[src/rtl/fml_arbiter_pkg.sv]
// -----------------------------------------------------------------------------
// fml_arbiter_pkg
//   Shared constants and types for the four-master FML arbiter.
//   FML_NMASTERS : number of masters sharing the FML slave port
//   FML_BURST    : write data beats that follow each write eack
//   FML_GRANT_W  : width of the grant / write-owner index
//   FML_WCNT_W   : width of the write-beat down-counter (holds 0..FML_BURST)
// -----------------------------------------------------------------------------
package fml_arbiter_pkg;

  localparam int FML_NMASTERS = 4;
  localparam int FML_BURST    = 4;
  localparam int FML_GRANT_W  = 2;
  localparam int FML_WCNT_W   = 3;

  typedef logic [FML_GRANT_W-1:0] grant_t;
  typedef logic [FML_WCNT_W-1:0]  wcnt_t;

  // Index 'k' positions after 'g', wrapping modulo the master count.
  function automatic grant_t grant_add(input grant_t g, input int unsigned k);
    return g + grant_t'(k);
  endfunction

endpackage

[src/rtl/fml_arbiter_rr.sv]
// -----------------------------------------------------------------------------
// fml_arbiter_rr
//   Purely combinational round-robin picker. Starting one position after the
//   current grant, returns the first requesting master; the current grant is
//   looked at last so a master that keeps requesting is only re-picked when
//   nobody else wants the port. With no request at all the grant is returned
//   unchanged.
//
//   grant      in  FML_GRANT_W   current grant
//   req        in  FML_NMASTERS  request vector, bit N = master N stb
//   next_grant out FML_GRANT_W   proposed grant for the next cycle
// -----------------------------------------------------------------------------
module fml_arbiter_rr
  import fml_arbiter_pkg::*;
(
  input  logic [FML_GRANT_W-1:0]  grant,
  input  logic [FML_NMASTERS-1:0] req,
  output logic [FML_GRANT_W-1:0]  next_grant
);

  logic                   found;
  logic [FML_GRANT_W-1:0] cand;

  always_comb begin
    next_grant = grant;
    found      = 1'b0;
    cand       = grant;
    // k runs 1..N so the final candidate is the current grant itself.
    for (int unsigned k = 1; k <= FML_NMASTERS; k++) begin
      cand = grant_add(grant, k);
      if (!found && req[cand]) begin
        next_grant = cand;
        found      = 1'b1;
      end
    end
  end

endmodule

[src/rtl/fml_arbiter.sv]
// -----------------------------------------------------------------------------
// fml_arbiter
//   Four-master FML 4x64 arbiter sitting directly in front of the DDR SDRAM
//   controller. One master at a time owns the command path (round robin);
//   write bursts are steered from the master whose write was acknowledged;
//   read data is broadcast.
//
//   sys_clk, sys_rst         clock / synchronous active-high reset
//   mN_adr/stb/we/sel/di     master N command and write data (N = 0..3)
//   mN_eack                  master N command acknowledge
//   mN_do                    read data, every master sees s_do
//   s_adr/stb/we/sel/di      to controller fml_adr/stb/we/sel/di
//   s_eack, s_do             from controller fml_eack/fml_do
// -----------------------------------------------------------------------------
module fml_arbiter
  import fml_arbiter_pkg::*;
#(
  parameter int sdram_depth = 26
) (
  input  logic                   sys_clk,
  input  logic                   sys_rst,

  input  logic [sdram_depth-1:0] m0_adr,
  input  logic                   m0_stb,
  input  logic                   m0_we,
  output logic                   m0_eack,
  input  logic [7:0]             m0_sel,
  input  logic [63:0]            m0_di,
  output logic [63:0]            m0_do,

  input  logic [sdram_depth-1:0] m1_adr,
  input  logic                   m1_stb,
  input  logic                   m1_we,
  output logic                   m1_eack,
  input  logic [7:0]             m1_sel,
  input  logic [63:0]            m1_di,
  output logic [63:0]            m1_do,

  input  logic [sdram_depth-1:0] m2_adr,
  input  logic                   m2_stb,
  input  logic                   m2_we,
  output logic                   m2_eack,
  input  logic [7:0]             m2_sel,
  input  logic [63:0]            m2_di,
  output logic [63:0]            m2_do,

  input  logic [sdram_depth-1:0] m3_adr,
  input  logic                   m3_stb,
  input  logic                   m3_we,
  output logic                   m3_eack,
  input  logic [7:0]             m3_sel,
  input  logic [63:0]            m3_di,
  output logic [63:0]            m3_do,

  output logic [sdram_depth-1:0] s_adr,
  output logic                   s_stb,
  output logic                   s_we,
  input  logic                   s_eack,
  output logic [7:0]             s_sel,
  output logic [63:0]            s_di,
  input  logic [63:0]            s_do
);

  // ---------------------------------------------------------------------------
  // Gather per-master inputs into indexable form
  // ---------------------------------------------------------------------------
  logic [sdram_depth-1:0]  adr_a [FML_NMASTERS];
  logic [7:0]              sel_a [FML_NMASTERS];
  logic [63:0]             di_a  [FML_NMASTERS];
  logic [FML_NMASTERS-1:0] stb_v;
  logic [FML_NMASTERS-1:0] we_v;
  logic [FML_NMASTERS-1:0] eack_v;

  assign adr_a[0] = m0_adr;
  assign adr_a[1] = m1_adr;
  assign adr_a[2] = m2_adr;
  assign adr_a[3] = m3_adr;

  assign sel_a[0] = m0_sel;
  assign sel_a[1] = m1_sel;
  assign sel_a[2] = m2_sel;
  assign sel_a[3] = m3_sel;

  assign di_a[0]  = m0_di;
  assign di_a[1]  = m1_di;
  assign di_a[2]  = m2_di;
  assign di_a[3]  = m3_di;

  assign stb_v    = {m3_stb, m2_stb, m1_stb, m0_stb};
  assign we_v     = {m3_we, m2_we, m1_we, m0_we};

  // ---------------------------------------------------------------------------
  // State
  // ---------------------------------------------------------------------------
  logic [FML_GRANT_W-1:0] grant_q,  grant_d;
  logic [FML_GRANT_W-1:0] wowner_q, wowner_d;
  logic [FML_WCNT_W-1:0]  wcnt_q,   wcnt_d;

  logic [FML_GRANT_W-1:0] rr_next;
  logic                   advance;
  logic                   wr_accept;

  fml_arbiter_rr u_rr (
    .grant      (grant_q),
    .req        (stb_v),
    .next_grant (rr_next)
  );

  // ---------------------------------------------------------------------------
  // Command path: combinational from the granted master
  // ---------------------------------------------------------------------------
  assign s_adr = adr_a[grant_q];
  assign s_we  = we_v[grant_q];
  assign s_stb = stb_v[grant_q] & ~sys_rst;

  generate
    for (genvar gi = 0; gi < FML_NMASTERS; gi++) begin : g_eack
      assign eack_v[gi] = s_eack & ~sys_rst & (grant_q == FML_GRANT_W'(gi));
    end
  endgenerate

  assign m0_eack = eack_v[0];
  assign m1_eack = eack_v[1];
  assign m2_eack = eack_v[2];
  assign m3_eack = eack_v[3];

  // Read data is broadcast; masters track their own outstanding reads.
  assign m0_do = s_do;
  assign m1_do = s_do;
  assign m2_do = s_do;
  assign m3_do = s_do;

  // ---------------------------------------------------------------------------
  // Grant rotation: only move on once the owner has been served or has
  // dropped its request, so a pending command is never pre-empted.
  // ---------------------------------------------------------------------------
  assign advance   = ~stb_v[grant_q] | s_eack;
  assign wr_accept = s_eack & s_we;

  always_comb begin
    grant_d = grant_q;
    if (advance) begin
      grant_d = rr_next;
    end
  end

  // ---------------------------------------------------------------------------
  // Write burst tracking. A new write eack always reloads, which also covers
  // back-to-back bursts where the eack lands on the final beat.
  // ---------------------------------------------------------------------------
  always_comb begin
    wowner_d = wowner_q;
    wcnt_d   = wcnt_q;
    if (wr_accept) begin
      wowner_d = grant_q;
      wcnt_d   = FML_WCNT_W'(FML_BURST);
    end else if (wcnt_q != '0) begin
      wcnt_d   = wcnt_q - 1'b1;
    end
  end

  // Outside a burst all bytes are masked; data then just follows m0.
  always_comb begin
    s_sel = '0;
    s_di  = di_a[0];
    if (wcnt_q != '0) begin
      s_sel = sel_a[wowner_q];
      s_di  = di_a[wowner_q];
    end
  end

  always_ff @(posedge sys_clk) begin
    if (sys_rst) begin
      grant_q  <= '0;
      wowner_q <= '0;
      wcnt_q   <= '0;
    end else begin
      grant_q  <= grant_d;
      wowner_q <= wowner_d;
      wcnt_q   <= wcnt_d;
    end
  end

endmodule

[config.mk]
export PLATFORM = sky130hd
export DESIGN_NAME = fml_arbiter
export DESIGN_NICKNAME = d
export VERILOG_FILES = /design/src/rtl/fml_arbiter_pkg.sv /design/src/rtl/fml_arbiter_rr.sv /design/src/rtl/fml_arbiter.sv
export SDC_FILE = /design/constraint.sdc
export NUM_CORES = 1
export LEC_CHECK = 0
export CAP_MARGIN = 20
export CORE_AREA = 5 5 320 322
export DETAILED_ROUTE_END_ITERATION = 16
export DIE_AREA = 0 0 325 327
export PLACE_DENSITY = 0.3
export REMOVE_ABC_BUFFERS = 1
export SYNTH_ARGS = -nofsm -noshare
export SYNTH_HDL_FRONTEND = slang
export SYNTH_SLANG_ARGS = --single-unit
[constraint.sdc]
create_clock -name sys_clk -period 4.2 [get_ports sys_clk]
set_input_delay 1.05 -clock sys_clk [delete_from_list [all_inputs] [get_ports sys_clk]]
set_output_delay 1.05 -clock sys_clk [all_outputs]
set_load 0.1 [all_outputs]
==> qor.yml, run 1 <==
worst-r2r-setup-slack_ps: 1860
cap_violations: 0
post-cts-setup-buffer-count: 0
critPathMaxFanout: 1
timing_worst_slew_pin_value_ps: 975.5
layout.nets: 1380
slew_viol_final: 0
synth_area_leaders: "sky130_fd_sc_hd__buf_4 (36%), sky130_fd_sc_hd__mux4_2 (17%), sky130_fd_sc_hd__mux2_2 (14%), sky130_fd_sc_hd__a22oi_1 (9.1%), sky130_fd_sc_hd__o21ai_0 (6.2%)"
holdCritPathClass: "flop to flop"
layout_min_cycle_time_ps: 3884
period_share_pct: 92.48
syn-mean-instance-area_sq_um: 7.977
fp-row-count: 116
grt_first_pass_wirelength_microns: 80240
remaining_drc_errors: 0
cell_area_synth_sq_um: 5289
layoutNonFillerInstCount: 2208
grt_start_max_net_pins: 63
ios: 827
synth_top_area_share_pct: 36.34
setup_viol_count_final: 0
die_area_sq_um: 106300
number_of_antenna_violations_at_the_first_check_in_global_routing: 5
status: "complete, no violations"
most_common_library_cell_in_the_layout_ignoring_fill_and_taps: "sky130_fd_sc_hd__clkdlybuf4s50_1"
clkSinkCount: 7
grtUsageTotal_pct: 11.30
cellPowerDensity_nw_per_um2: 466.6
timing.critical_path.arrival_ps: 2830
cts_root_buf: "sky130_fd_sc_hd__clkbuf_16"
totalPowerFinal_mw: 5.058
place.port_buffers: 506
cp-startpoint: "m2_di[37]"
synth-warning-count: 0
post_cts_resize_count: 0
fp.dieW_microns: 325
hold_ws_ps: 536.9
timing.rr.end: "grant_q[0]$_SDFFE_PP0P_"
route.vias.total: 6410
crit_end: "s_di[37]"
grt_pass1_vias: 7264
cts_buffer_depth: 2
cts.clk_slew.worst_paths_ps: 40
tritoncts_clock_tree: "built"
initial_utilization_pct: 5.327
timing.rr.start: "grant_q[0]$_SDFFE_PP0P_"
drive_gt1_share_pct: 27.73
synth_largest_area_cell: "sky130_fd_sc_hd__buf_4"
wl_per_cell_microns: 28.45
reg2regPathDepth: 7
cts-htree-levels: 1
postRouteWirelength_microns: 62820
crit_path_start_kind: "primary input"
coreArea_sq_um: 99280
layout_common_cells: "sky130_fd_sc_hd__clkdlybuf4s50_1 (402), sky130_fd_sc_hd__buf_4 (70), sky130_fd_sc_hd__nand2_1 (69)"
path_class: "primary input to output port"
worstSetupEndpointType: "output port"
synth_seq_cells: 7
fmaxAchievable_mhz: 257.4
numCtsBuffers: 3
cellLeakagePower_nw: 3.612
first_iter_violations: 309
fin_util_pct: 10.92
dp_hpwl_microns: 54080
vdd_ir_drop_max_v: 0.0004759
number_of_cells_in_the_design_after_placement: 2199
slew_headroom_pct: 34.28
holdBufCountCts: 0
synth-seq-area-share_pct: 2.650
finalHoldViolCount: 0
detailedRoute.firstPassIterationCount: 5
remaining_number_of_nets_flagged_by_the_antenna_check_after_routing: 0
final_area_sq_um: 10840
fin_worst_skew_ps: 0.3480
post_synth_inst_count: 663
clock_latency_late_sink_ps: 230
die_y_microns: 327
ys_types: 27
globalRouteOverflowTotal: 0
routabilityCongestion: 0.8240
rsz0062_at_grt: "false"
place_area_sq_um: 10750
route.detailed.vias_per_inst: 2.903
critical_path_required_ps: 3150
synthToLayoutAreaGrowth_pct: 105.0
## how the worst min path moves through the flow
stage | from | to | slack (ps) | cells after the start
2_1_floorplan | wcnt_q[1]$_SDFFE_PP0P_ | wcnt_q[1]$_SDFFE_PP0P_ | 510 | 2
3_3_place_gp | wcnt_q[1]$_SDFFE_PP0P_ | wcnt_q[1]$_SDFFE_PP0P_ | 530 | 2
3_5_place_dp | wcnt_q[1]$_SDFFE_PP0P_ | wcnt_q[1]$_SDFFE_PP0P_ | 520 | 2
4_1_cts | grant_q[1]$_SDFFE_PP0P_ | wowner_q[1]$_SDFFE_PP0P_ | 540 | 2
5_1_grt | grant_q[1]$_SDFFE_PP0P_ | wowner_q[1]$_SDFFE_PP0P_ | 570 | 2
6_report | grant_q[1]$_SDFFE_PP0P_ | wowner_q[1]$_SDFFE_PP0P_ | 540 | 2
## Yosys cell counts, drive strengths merged
master  instances
or4             1
dfxtp           7
o21bai          1
nor2b          13
o32a            1
inv             7
o21ba           1
mux2           64
a21oi           5
nand2          69
o31ai           1
and2            5
a22oi          64
clkbuf         27
ha              7
nor3            3
xor2            1
mux2i           3
o21ai          65
mux4           39
o41ai           1
nor2            2
o22ai           1
buf           275
## flip-flops by register name (all words and copies together), names as in the netlist
| register | count |
|---|---|
| grant_q | 2 |
| wowner_q | 2 |
| wcnt_q | 3 |
## routing by layer
metal  track usage, %  part of all wire [%]
met2            15.57                    38
met5            4.438                   1.0
met3            9.053                    17
met4            1.350                  0.80
met1            13.67                    43
## worst max-delay path, cell delays in order
cell,delay (ps)
sky130_fd_sc_hd__clkdlybuf4s50_1,520
sky130_fd_sc_hd__mux2_2,170
sky130_fd_sc_hd__a22oi_1,80
sky130_fd_sc_hd__o21ai_0,740
sky130_fd_sc_hd__buf_12,260
## report_power, final
part / internal, mW / leakage (nW) / switching, mW
Sequential: 0.0902 / 0.0594 / 0.0421
Clock: 0.126 / 0.0382 / 0.0356
Combinational: 1.58 / 3.51 / 3.18
## kinds of logic after synthesis
logic type               Yosys count  share of synthesized area, %
buffers and inverters            309                         40.48
AO/OA/AOI/OAI                    140                         16.65
multiplexers                     106                         30.80
AND/OR/NAND/NOR                   93                         7.594
adder cells (fa/ha/maj)            7                         1.656
flip-flops                         7                         2.650
XOR/XNOR                           1                        0.1656
## metrics by stage
stage | setup slack [ps] | setup TNS [ps]
after floorplan | -3587 | -235230
after global placement | 343.2 | 0
after detailed placement | 346.0 | 0
after CTS | 318.9 | 0
after global routing | 250.2 | 0
final | 315.7 | 0
## final cells by class
type,instances,area [sq um]
well taps,1298,1624
multi-input cells,347,3039
inverters,7,26.28
fillers,11512,88430
flip-flops and latches,7,148.9
repair buffers,540,5911
diodes,5,12.51
clock buffers,4,78.83
No activity file was read; power rests on OpenSTA's default activity.
==> run 2: changes to the inputs <==
CORE_AREA = 5 5 319 321   (was 5 5 320 322)
DIE_AREA = 0 0 324 326   (was 0 0 325 327)
DONT_BUFFER_PORTS = 1   (was not set)
clock period = 3.75 ns   (was 4.2 ns; I/O delays follow)
==> run 2 against run 1 <==
  * Cell count shrank 19%
  * Via count fell by 24%
  * Non-clock buffer count fell by 451
  * Global-route usage is 1.7 points lower
  * Power increased by 0.57%
  * Critical path type is now flop to output port
  * Critical endpoint is now s_sel[0]
  * Largest power group unchanged
  * Highest routed layer unchanged
==> qor.yml, run 2 (synthesis results as in run 1) <==
slew_headroom_pct: 50.34  # +16 points
path_cells: "buf_12, mux4_2, nor2b_2, buf_4"
critPathMaxFanout: 45  # +44
holdBufCountCts: 0  # unchanged
cts-htree-levels: 1  # unchanged
critical_path_required_ps: 2810  # -340 ps
cap_violations: 0  # unchanged
grt_start_max_net_pins: 65  # +3.2%
layout.nets: 929  # -33%
initial_utilization_pct: 5.343  # +0.016 points
coreArea_sq_um: 98980  # -0.29%
global_route.peak_usage_layer: "met2"
slew_viol_final: 0  # unchanged
crit_path_start_kind: "flop"
regMostFlops: "wcnt_q"
routabilityCongestion: 0.8284  # +0.53%
worst-r2r-setup-slack_ps: 1240  # -620 ps
intPower_mw: 1.453  # -19%
setup_viol_count_final: 0  # unchanged
clkPwrFrac_pct: 3.6  # +0.4 points
post-cts-setup-buffer-count: 0  # unchanged
comb_power_share_pct: 92.9  # -1.3 points
reg2regPathDepth: 7  # unchanged
fin_worst_skew_ps: 0.8155  # +0.4676 ps
grt_first_pass_wirelength_microns: 65110  # -19%
number_of_flip_flops_in_the_largest_register: 3  # unchanged
critical-path-slowest-cell: "sky130_fd_sc_hd__dfxtp_4"
cts.clk_slew.worst_paths_ps: 40  # about the same
path_class: "flop to output port"
place_area_sq_um: 6704  # -38%
grt_pass1_vias: 5334  # -27%
first_iter_violations: 300  # -2.9%
vdd_ir_drop_max_v: 0.0003789  # -20%
timing_worst_slew_pin_value_ps: 744.9  # -230.5 ps
remaining_drc_errors: 0  # unchanged
fmaxAchievable_mhz: 305.7
wl_per_cell_microns: 30.71  # +8.0%
status: "complete, no violations"
postRouteWirelength_microns: 54700  # -13%
fp-row-count: 116  # unchanged
final_area_sq_um: 6855  # -37%
ios: 827  # unchanged
cp-startpoint: "wowner_q[0]$_SDFFE_PP0P_"
cts_buffer_depth: 2  # unchanged
die_y_microns: 326  # -0.31%
hold_ws_ps: 478.7  # -58.16 ps
globalRouteOverflowTotal: 0  # unchanged
layout_min_cycle_time_ps: 3271
cp_top_family: "flip-flops"
route.vias.total: 4844  # -24%
timing.rr.end: "grant_q[0]$_SDFFE_PP0P_"
synthToLayoutAreaGrowth_pct: 29.62
route.detailed.vias_per_inst: 2.720  # -6.3%
clock_latency_late_sink_ps: 230  # about the same
layout_common_cells: "sky130_fd_sc_hd__nand2_1 (69), sky130_fd_sc_hd__buf_12 (69), sky130_fd_sc_hd__mux2_2 (64), sky130_fd_sc_hd__a22oi_1 (64), sky130_fd_sc_hd__o21ai_2 (56)"
detailedRoute.firstPassIterationCount: 6  # +1
gr-usage-met3_pct: 7.940  # -1.1 points
power_frac_seq_pct: 3.6  # +1.0 points
holdCritPathClass: "flop to flop"
remaining_number_of_nets_flagged_by_the_antenna_check_after_routing: 0  # unchanged
fp.dieW_microns: 324  # -0.31%
cts_root_buf: "sky130_fd_sc_hd__clkbuf_16"
worstSetupEndpointType: "output port"
place.port_buffers: 0  # -100%
globalRouteMet1Util_pct: 11.07  # -2.6 points
timing.rr.start: "grant_q[1]$_SDFFE_PP0P_"
critical-path-max-stage-delay_ps: 680  # -60 ps
dp_hpwl_microns: 47530  # -12%
period_share_pct: 87.22
cellPowerDensity_nw_per_um2: 742.0  # +59%
drive_gt1_share_pct: 60.79  # +33 points
die_area_sq_um: 105600  # -0.61%
numCtsBuffers: 3  # unchanged
fin_util_pct: 6.926  # -4.0 points
rsz0062_at_grt: "false"
clkSinkCount: 7  # unchanged
grtUsageTotal_pct: 9.604  # -1.7 points
cellLeakagePower_nw: 1.927  # -47%
largest_registers: "wcnt_q (3), grant_q (2), wowner_q (2)"
switching_power_mw: 3.634  # +11%
crit_end: "s_sel[0]"
finalHoldViolCount: 0  # unchanged
tritoncts_clock_tree: "built"
number_of_antenna_violations_at_the_first_check_in_global_routing: 28  # +23
gr-usage-met2_pct: 12.72  # -2.9 points
cp_buf_inv_count: 2  # unchanged
worstSetupPathDepth: 4  # -1
power.switching_fraction_pct: 71.44  # +6.9 points
timing.critical_path.arrival_ps: 2330  # -500 ps
post_cts_resize_count: 0  # unchanged
fillCellCount: 11619  # +0.93%
## run 2: cell count changes in the layout (fill, tap and decap cells not counted), moves of 2 or more
cell / delta
sky130_fd_sc_hd__nor2b_1: -9
sky130_fd_sc_hd__diode_2: +24
sky130_fd_sc_hd__buf_4: -50
sky130_fd_sc_hd__nor2b_4: +2
sky130_fd_sc_hd__o21ai_4: +8
sky130_fd_sc_hd__o21ai_2: +56
sky130_fd_sc_hd__clkdlybuf4s50_1: -402
sky130_fd_sc_hd__o21ai_0: -64
sky130_fd_sc_hd__nor2b_2: +7
## run 2: power by group through the flow
stage                     clock (mW)  combinational (mW)  sequential, mW
after detailed placement           0                4.82           0.189
after global placement             0                4.83           0.186
after floorplan                    0                3.07           0.257
final                          0.182                4.72           0.181
after CTS                      0.186                4.84           0.188
after global routing           0.191                4.94           0.194
## run 2: layout make-up
| type | instances | area, sq um | area share, % |
|---|---|---|---|
| Sequential cell | 7 | 150.1 | 2.190 |
| Timing Repair Buffer | 89 | 1531 | 22.34 |
| Antenna cell | 29 | 72.57 | 1.059 |
| Inverter | 7 | 26.28 | 0.3833 |
| Tap cell | 1298 | 1624 | 23.69 |
| Clock buffer | 4 | 78.83 | 1.150 |
| Multi-Input combinational cell | 347 | 3372 | 49.19 |
## run 2: tightest hold or removal path, delay by kind of cell (launching register included)
kind | cells | cell delay, ps
and+or+nand+nor | 1 | 60
DFF | 1 | 340
AOI/OAI and AO/OA | 1 | 50
## run 2: worst min path at each step
| stage | from | end | slack (ps) | depth (start not counted) |
|---|---|---|---|---|
| after floorplan | wcnt_q[1]$_SDFFE_PP0P_ | wcnt_q[1]$_SDFFE_PP0P_ | 510 | 2 |
| after global placement | grant_q[1]$_SDFFE_PP0P_ | wowner_q[1]$_SDFFE_PP0P_ | 470 | 2 |
| final | grant_q[1]$_SDFFE_PP0P_ | wowner_q[1]$_SDFFE_PP0P_ | 480 | 2 |
| after global routing | grant_q[1]$_SDFFE_PP0P_ | wowner_q[1]$_SDFFE_PP0P_ | 520 | 2 |
| after detailed placement | grant_q[1]$_SDFFE_PP0P_ | wowner_q[1]$_SDFFE_PP0P_ | 470 | 2 |
| after CTS | grant_q[1]$_SDFFE_PP0P_ | wowner_q[1]$_SDFFE_PP0P_ | 480 | 2 |
## run 2: layer usage
metal | part of all wire (%) | vias to the layer above
met3 | 19 | 90
met4 | 3.9 | 14
met5 | 0.69 | -
li1 | - | 1720
met2 | 37 | 774
met1 | 40 | 2246
## run 2: stage by stage
stage / worst slack [ps] / power, mW / cells / TNS, ps
after CTS: 462.4 / 5.209 / 1752 / 0
after global placement: 724.0 / 5.015 / 1748 / 0
after global routing: 384.5 / 5.329 / 1776 / 0
final: 479.3 / 5.087 / 1781 / 0
after floorplan: -3925 / 3.327 / 361 / -259860
after detailed placement: 717.4 / 5.004 / 1748 / 0
